<file path="src/rtl/clock_set_controller.sv">
// clock_set_controller: owns the 24-hour time-of-day word, runs it on a 1 kHz enable
// and lets the user freeze and step hours/minutes/seconds with an inactivity timeout.
module clock_set_controller #(
    parameter int TIMEOUT_TICKS = 10000,
    parameter int TO_W          = 14
) (
    input  logic        clk,
    input  logic        rst_n,
    input  logic        ms_tick,
    input  logic        mode_btn,
    input  logic        inc_btn,
    input  logic        dec_btn,
    output logic [26:0] time_out,
    output logic [1:0]  field_sel,
    output logic        sec_pulse
);
    localparam logic [1:0] RUN     = 2'd0;
    localparam logic [1:0] SET_HR  = 2'd1;
    localparam logic [1:0] SET_MIN = 2'd2;
    localparam logic [1:0] SET_SEC = 2'd3;

    logic [1:0]      state_q, state_d;
    logic [4:0]      hr_q, hr_d;
    logic [5:0]      min_q, min_d, sec_q, sec_d;
    logic [9:0]      ms_q, ms_d;
    logic [TO_W-1:0] to_q, to_d;
    logic            sec_pulse_q, sec_pulse_d;
    logic            ms_wrap, sec_wrap, min_wrap, step;

    // Wrapping +/-1 at field width; top is the largest legal value of the field.
    function automatic logic [5:0] wrap_step(input logic [5:0] v, input logic [5:0] top, input logic up);
        return up ? ((v == top) ? 6'd0 : v + 6'd1) : ((v == 6'd0) ? top : v - 6'd1);
    endfunction

    assign ms_wrap  = ms_q == 10'd999;
    assign sec_wrap = ms_wrap && sec_q == 6'd59;
    assign min_wrap = sec_wrap && min_q == 6'd59;
    assign step     = inc_btn ^ dec_btn;

    always_comb begin
        state_d     = state_q;
        hr_d        = hr_q;
        min_d       = min_q;
        sec_d       = sec_q;
        ms_d        = ms_q;
        to_d        = to_q;
        sec_pulse_d = 1'b0;
        if (state_q == RUN) begin
            to_d = '0;
            if (mode_btn) state_d = SET_HR;
            else if (ms_tick) begin
                ms_d        = ms_wrap ? 10'd0 : ms_q + 10'd1;
                sec_pulse_d = ms_wrap;
                sec_d       = ms_wrap  ? wrap_step(sec_q, 6'd59, 1'b1) : sec_q;
                min_d       = sec_wrap ? wrap_step(min_q, 6'd59, 1'b1) : min_q;
                hr_d        = min_wrap ? 5'(wrap_step({1'b0, hr_q}, 6'd23, 1'b1)) : hr_q;
            end
        end else if (mode_btn || inc_btn || dec_btn) begin
            // Any button activity beats a coincident terminal timeout tick.
            to_d = '0;
            if (mode_btn) begin
                state_d = (state_q == SET_SEC) ? RUN : state_q + 2'd1;
                ms_d    = (state_q == SET_SEC) ? 10'd0 : ms_q;
            end else if (step) begin
                hr_d  = (state_q == SET_HR)  ? 5'(wrap_step({1'b0, hr_q}, 6'd23, inc_btn)) : hr_q;
                min_d = (state_q == SET_MIN) ? wrap_step(min_q, 6'd59, inc_btn) : min_q;
                sec_d = (state_q == SET_SEC) ? wrap_step(sec_q, 6'd59, inc_btn) : sec_q;
            end
        end else if (ms_tick) begin
            if (to_q == TO_W'(TIMEOUT_TICKS - 1)) begin
                state_d = RUN;
                ms_d    = 10'd0;
                to_d    = '0;
            end else begin
                to_d = to_q + 1'b1;
            end
        end
    end

    always_ff @(posedge clk or negedge rst_n) begin
        if (!rst_n) begin
            state_q     <= RUN;
            hr_q        <= '0;
            min_q       <= '0;
            sec_q       <= '0;
            ms_q        <= '0;
            to_q        <= '0;
            sec_pulse_q <= 1'b0;
        end else begin
            state_q     <= state_d;
            hr_q        <= hr_d;
            min_q       <= min_d;
            sec_q       <= sec_d;
            ms_q        <= ms_d;
            to_q        <= to_d;
            sec_pulse_q <= sec_pulse_d;
        end
    end

    assign time_out  = {hr_q, min_q, sec_q, ms_q};
    assign field_sel = state_q;
    assign sec_pulse = sec_pulse_q;
endmodule

</file>
<file path="config.mk">
export PLATFORM = sky130hd
export DESIGN_NAME = clock_set_controller
export DESIGN_NICKNAME = d
export VERILOG_FILES = /design/src/rtl/clock_set_controller.sv
export SDC_FILE = /design/constraint.sdc
export NUM_CORES = 1
export LEC_CHECK = 0
export CORE_MARGIN = 8
export CORE_UTILIZATION = 40
export CTS_BUF_LIST = sky130_fd_sc_hd__clkbuf_8
export CTS_CLUSTER_SIZE = 40
export DETAILED_ROUTE_END_ITERATION = 8
export HOLD_SLACK_MARGIN = 0.05
export PLACE_DENSITY_LB_ADDON = 0.15
export SLEW_MARGIN = 30
export SYNTH_ARGS = -nofsm -noshare
export SYNTH_HDL_FRONTEND = slang
export SYNTH_SLANG_ARGS = --single-unit
</file>
<file path="constraint.sdc">
create_clock -name clk -period 2.1 [get_ports clk]
set_input_delay 0.315 -clock clk [delete_from_list [all_inputs] [get_ports clk]]
set_output_delay 0.315 -clock clk [all_outputs]
set_load 0.1 [all_outputs]
</file>
After elaboration in Yosys (flattened, before gate mapping)
Index checks and enable logic that the tools add are counted.

word-level totals
  bits of input ports = 6
  logic and storage cells = 112
  bits in registers = 44
  output and inout bits = 30

cells by class
  multiplexer cells = 56
  $add $sub $neg = 9
  reduce and logical (&&, ||, !) cells = 21
  bitwise operators = 1
  equal/unequal tests = 18

operators with widths
  cell                   number
  $mux 6                 22
  $mux 10                9
  $mux 14                4
  $mux 5                 11
  $reduce_and 7->1       3
  $ne 2x2->1 const B     8
  $add 14x1->14 const B  1
  $eq 14x14->1 const B   1
  $mux 2                 7
  $add 6x1->6 const B    2
  $eq 6x6->1 const B     2
  $logic_not 6->1        2
  $reduce_bool 2->1      6
  $sub 6x1->6 const B    2
  $add 10x1->10 const B  1
  $eq 10x10->1 const B   1
  $reduce_and 6->1       1
  $reduce_bool 3->1      2
  $add 5x1->5 const B    1
  $eq 5x5->1 const B     1
  $logic_not 5->1        1
  $sub 5x1->5 const B    1
  $eq 2x2->1 const B     2
  $reduce_and 4->1       1
  9 further kinds        13

Logic depth before layout (Yosys ltp)
  depth after elaboration = 8
  depth in mapped cells = 9
  mapped depth without buffers = 7

Worst setup path after synthesis
No wires, ideal clock.

  path kind = reg-to-reg
  start point = reg state_q[0] (netlist: field_sel[0])
  end point = reg to_q[12]
  path buffers = 1
  setup time = 0.082 ns
  cell stages (with the launch flop) = 9
  data required time = 2.018 ns
  setup slack = -0.813 ns
  arrival = 2.832 ns
  clock period less this slack = 2.913 ns
  cells stage by stage = dfrtp_1 inv_1 ha_1 buf_2 nor4_1 nand2_1 nor2_1 o21ai_0 a31oi_1

on the way
  word-level cells in the longest chain between the ends = 2
  elaborated cells between the ends (all ways) = 3
  classes of those cells = mux (1); reduce/logical (2)

RTL lines
  what                                                           RTL line  RTL
  start: declaration                                             22        logic [1:0] state_q, state_d;
  start signal: assignment                                       90        state_q <= state_d;
  $logic_not 2->1 *                                              48        if (state_q == RUN) begin
  $reduce_bool 3->1 (no source line) or $mux 14 (tied branches)  -
  end signal: assignment                                         95        to_q <= to_d;
  end: declaration                                               26        logic [TO_W-1:0] to_q, to_d;

Mark *: on every way between the ends. The rest lies on a longest branch, timed or not.
A chain may end at the register's enable or synchronous reset.

Worst setup path after layout
  start point = reg ms_q[1]
  end point = reg hr_q[1]

on the way
  word-level cells in the longest chain between the ends = 5

RTL lines
  what                               RTL line  RTL
  start: declaration                 25        logic [9:0] ms_q, ms_d;
  start signal: assignment           94        ms_q <= ms_d;
  $eq 10x10->1                       35        assign ms_wrap = ms_q == 10'd999;
  $logic_and 1x1->1                  36        assign sec_wrap = ms_wrap && sec_q == 6'd59;
  $logic_and 1x1->1                  37        assign min_wrap = sec_wrap && min_q == 6'd59;
  $ne 2x2->1 (no source line)        -
  $reduce_and 7->1 (no source line)  -
  end signal: assignment             91        hr_q <= hr_d;
  end: declaration                   23        logic [4:0] hr_q, hr_d;

No other way between the ends.

==> impl_metrics.ini <==
[outcome]
status = finished, final reports clean

[power]
ir_drop_mv = 0.9845
cellPowerDensity_nw_per_um2 = 1432
p_leak_uw = 0.001737
power.total_uw = 5822

[placement]
dp_cells = 534
dpl.hpwl_mm = 5.977
gp_congestion = 0.8614
pre_cts_ws_ps = -129.9
io_buffers = 35

[setup_path]
critical_path.max_stage_delay_ps = 540
r2r_start = ms_q[1]
reg2reg_to = hr_q[1]
required_ps = 2270
endpoint_kind = register
cp_slowest_cell = or4_4
crit_arrival_ps = 2220
start_kind = register
cp_max_fo = 6
crit_type = reg2reg
rrSetupSlack_ps = 50
cp.depth = 6
cp-endpoint = hr_q[1]
crit_chain = ha_4 > nand4bb_4 > or4_4 > o22a_4 > nor2_4 > mux2_4
crit_start = ms_q[1]
crit_buf_inv = 0
crit_family = simple AND/OR/NAND/NOR gates
r2r_cells = 6

[clock_tree]
clock_sinks = 44
ctsHoldBuffers = 0
cts_tree = built
cts_root_buffer = clkbuf_8
cts_made_buffers = 5
htreeDepth = 2
clock_path_buffers = 2
clkTransAtPathRegs_ps = 90
clk_latency_ps = 300

[sta]
hold_slack_ps = 63.04
final_hold_viol_count = 0
skew_ps = 15.36
setup_slack_ps = 47.39
rsz0062_at_grt = yes
worst_pin_slew_ps = 497.6
max_freq_mhz = 487.2
setup_violations = 0
slew_headroom_pct = 66.82
period_share_pct = 97.74
slew_violations = 0
fin_crit_ps = 2053

[floorplanning]
ios = 36
die_w_um = 103.6
num_rows = 32
dieArea_um2 = 10720
start_util_pct = 40.53
die_height_um = 103.6
core_um2 = 7567

[detailed_routing]
post-route-drc-count = 0
detail_route.iter0.violations = 97
drt.antenna.violating_nets = 0
num_vias = 3050
wl_per_cell_um = 14.92
viasPerCell = 5.576
routed_wirelength_mm = 8.162
first_pass_iters = 5

[grt]
grt-ovfl-total = 0
grt_use_total_pct = 15.32
met2_usage_pct = 25.02
antenna_found_initial = 0
grt_max_degree = 38
first_global_vias = 2943
grt_use_met3_pct = 2.416
gr-usage-met1_pct = 20.32
grt_pass1_wl_mm = 14.21
grt.busiest_layer = met2

[finish]
final_cell_mix = buf_4 (82), nand2_1 (39), o21ai_0 (30)
stdcell_count = 547
final_common_cell = buf_4
drive_gt1_share_pct = 33.48
num_antenna_cells = 0
syn_to_final_growth_pct = 32.56
final_nets = 464

[logic_synthesis]
yosysUniqueCellTypes = 64
synth-seq-area-share_pct = 35.90
netlist_top_cells_area = dfrtp_1 (36%), ha_1 (5.7%), o21ai_0 (5.5%)
synthFlopType = dfrtp_1
yosysTopAreaCell = dfrtp_1
syn_area_um2 = 3067
async_flop_share_pct = 100.0
yosys.area.top_type_share_pct = 35.90
synth_nets = 386
synth_seq_cells = 44
synth_edf_count = 0
synth.avg_cell_area_um2 = 8.379
yosys_warnings = 0
synthCells = 366

[min_path]
worst_hold_path_type = in2async

[flow_run]
maxCapViolCount = 0
==> routing by layer <==
metal	vias up	part of all wire (%)
met4	0	1.1
met2	62	48
met1	1459	48
li1	1521	-
met5	-	0
met3	8	3.1
==> worst reg2reg max path, stage by stage, from the launching register on <==
cell,delay [ps]
dfrtp_4,440
ha_4,150
nand4bb_4,110
or4_4,540
o22a_4,240
nor2_4,130
mux2_4,300
==> registers in the layout, summed over array words and instances, names as in the netlist <==
| name | flops |
|---|---|
| field_sel | 2 |
| sec_q | 6 |
| min_q | 6 |
| to_q | 14 |
| hr_q | 5 |
| ms_q | 10 |
| sec_pulse | 1 |
==> cells by family (layout without fill, tap and decap cells) <==
| family | Yosys count | in the layout | share of synthesized area, % |
|---|---|---|---|
| and+or+nand+nor | 151 | 151 | 26.19 |
| AOI/OAI and AO/OA | 115 | 115 | 25.05 |
| DFF | 44 | 44 | 35.90 |
| buffers and inverters | 32 | 111 | 4.080 |
| adders and majority gates | 14 | 14 | 5.712 |
| xor gates and xnor gates | 6 | 6 | 1.714 |
| muxes | 4 | 4 | 1.346 |
==> synthesized netlist by cell type, types with 3 or more instances <==
master / number
nand4_1: 6
nor2b_1: 3
nor3_1: 14
a21o_1: 7
or2_2: 3
ha_1: 14
nand2b_1: 4
and3_1: 8
buf_2: 3
nand4b_1: 3
nor2_1: 29
or3_1: 4
a22o_1: 10
nand2_1: 39
nand3_1: 19
nor4b_1: 4
o31ai_1: 5
mux2i_1: 3
a21oi_1: 17
clkbuf_1: 13
dfrtp_1: 44
xnor2_1: 3
inv_1: 15
a31oi_1: 14
o21ai_0: 34
xor2_1: 3
==> where the power goes <==
part / leakage, uW / switching [uW] / internal [uW]
registers: 0.000535 / 323 / 1130
clock network: 0.0000505 / 287 / 224
logic: 0.00115 / 2650 / 1200
total: 0.00174 / 3270 / 2560
==> worst min path at each step <==
stage          endpoint   from  cells past startpoint
2_1_floorplan   hr_q[0]  rst_n                      0
3_3_place_gp    ms_q[0]  rst_n                      2
3_5_place_dp    ms_q[0]  rst_n                      2
4_1_cts         ms_q[0]  rst_n                      2
5_1_grt         ms_q[7]  rst_n                      2
6_report        ms_q[7]  rst_n                      2
==> timing repair <==
action / in CTS / in global routing
setup endpoints to repair: 3 / 25
endpoints found under the hold margin: 0 / 0
gates resized for setup: 0 / 9
setup buffers: 5 / 0
pin swaps: 4 / 3
==> metrics by stage <==
stage / setup TNS [ps] / utilization (%) / cell area (um2)
floorplan: -720.2 / - / 3244
global placement: -1037 / 51.60 / 3905
detailed placement: -1435 / 51.60 / 3905
CTS: 0 / 53.17 / 4024
global route: -98.62 / 53.72 / 4065
finish: 0 / 53.72 / 4065
==> final cells by class <==
type	instances	area (um2)
tap	102	127.6
multi-input combinational	290	1963
clock inverter	3	12.51
sequential	44	1160
fill	710	3502
inverter	15	61.31
clock buffer	5	68.82
timing repair buffer	88	671.9
(Power assumes the default switching activity.)
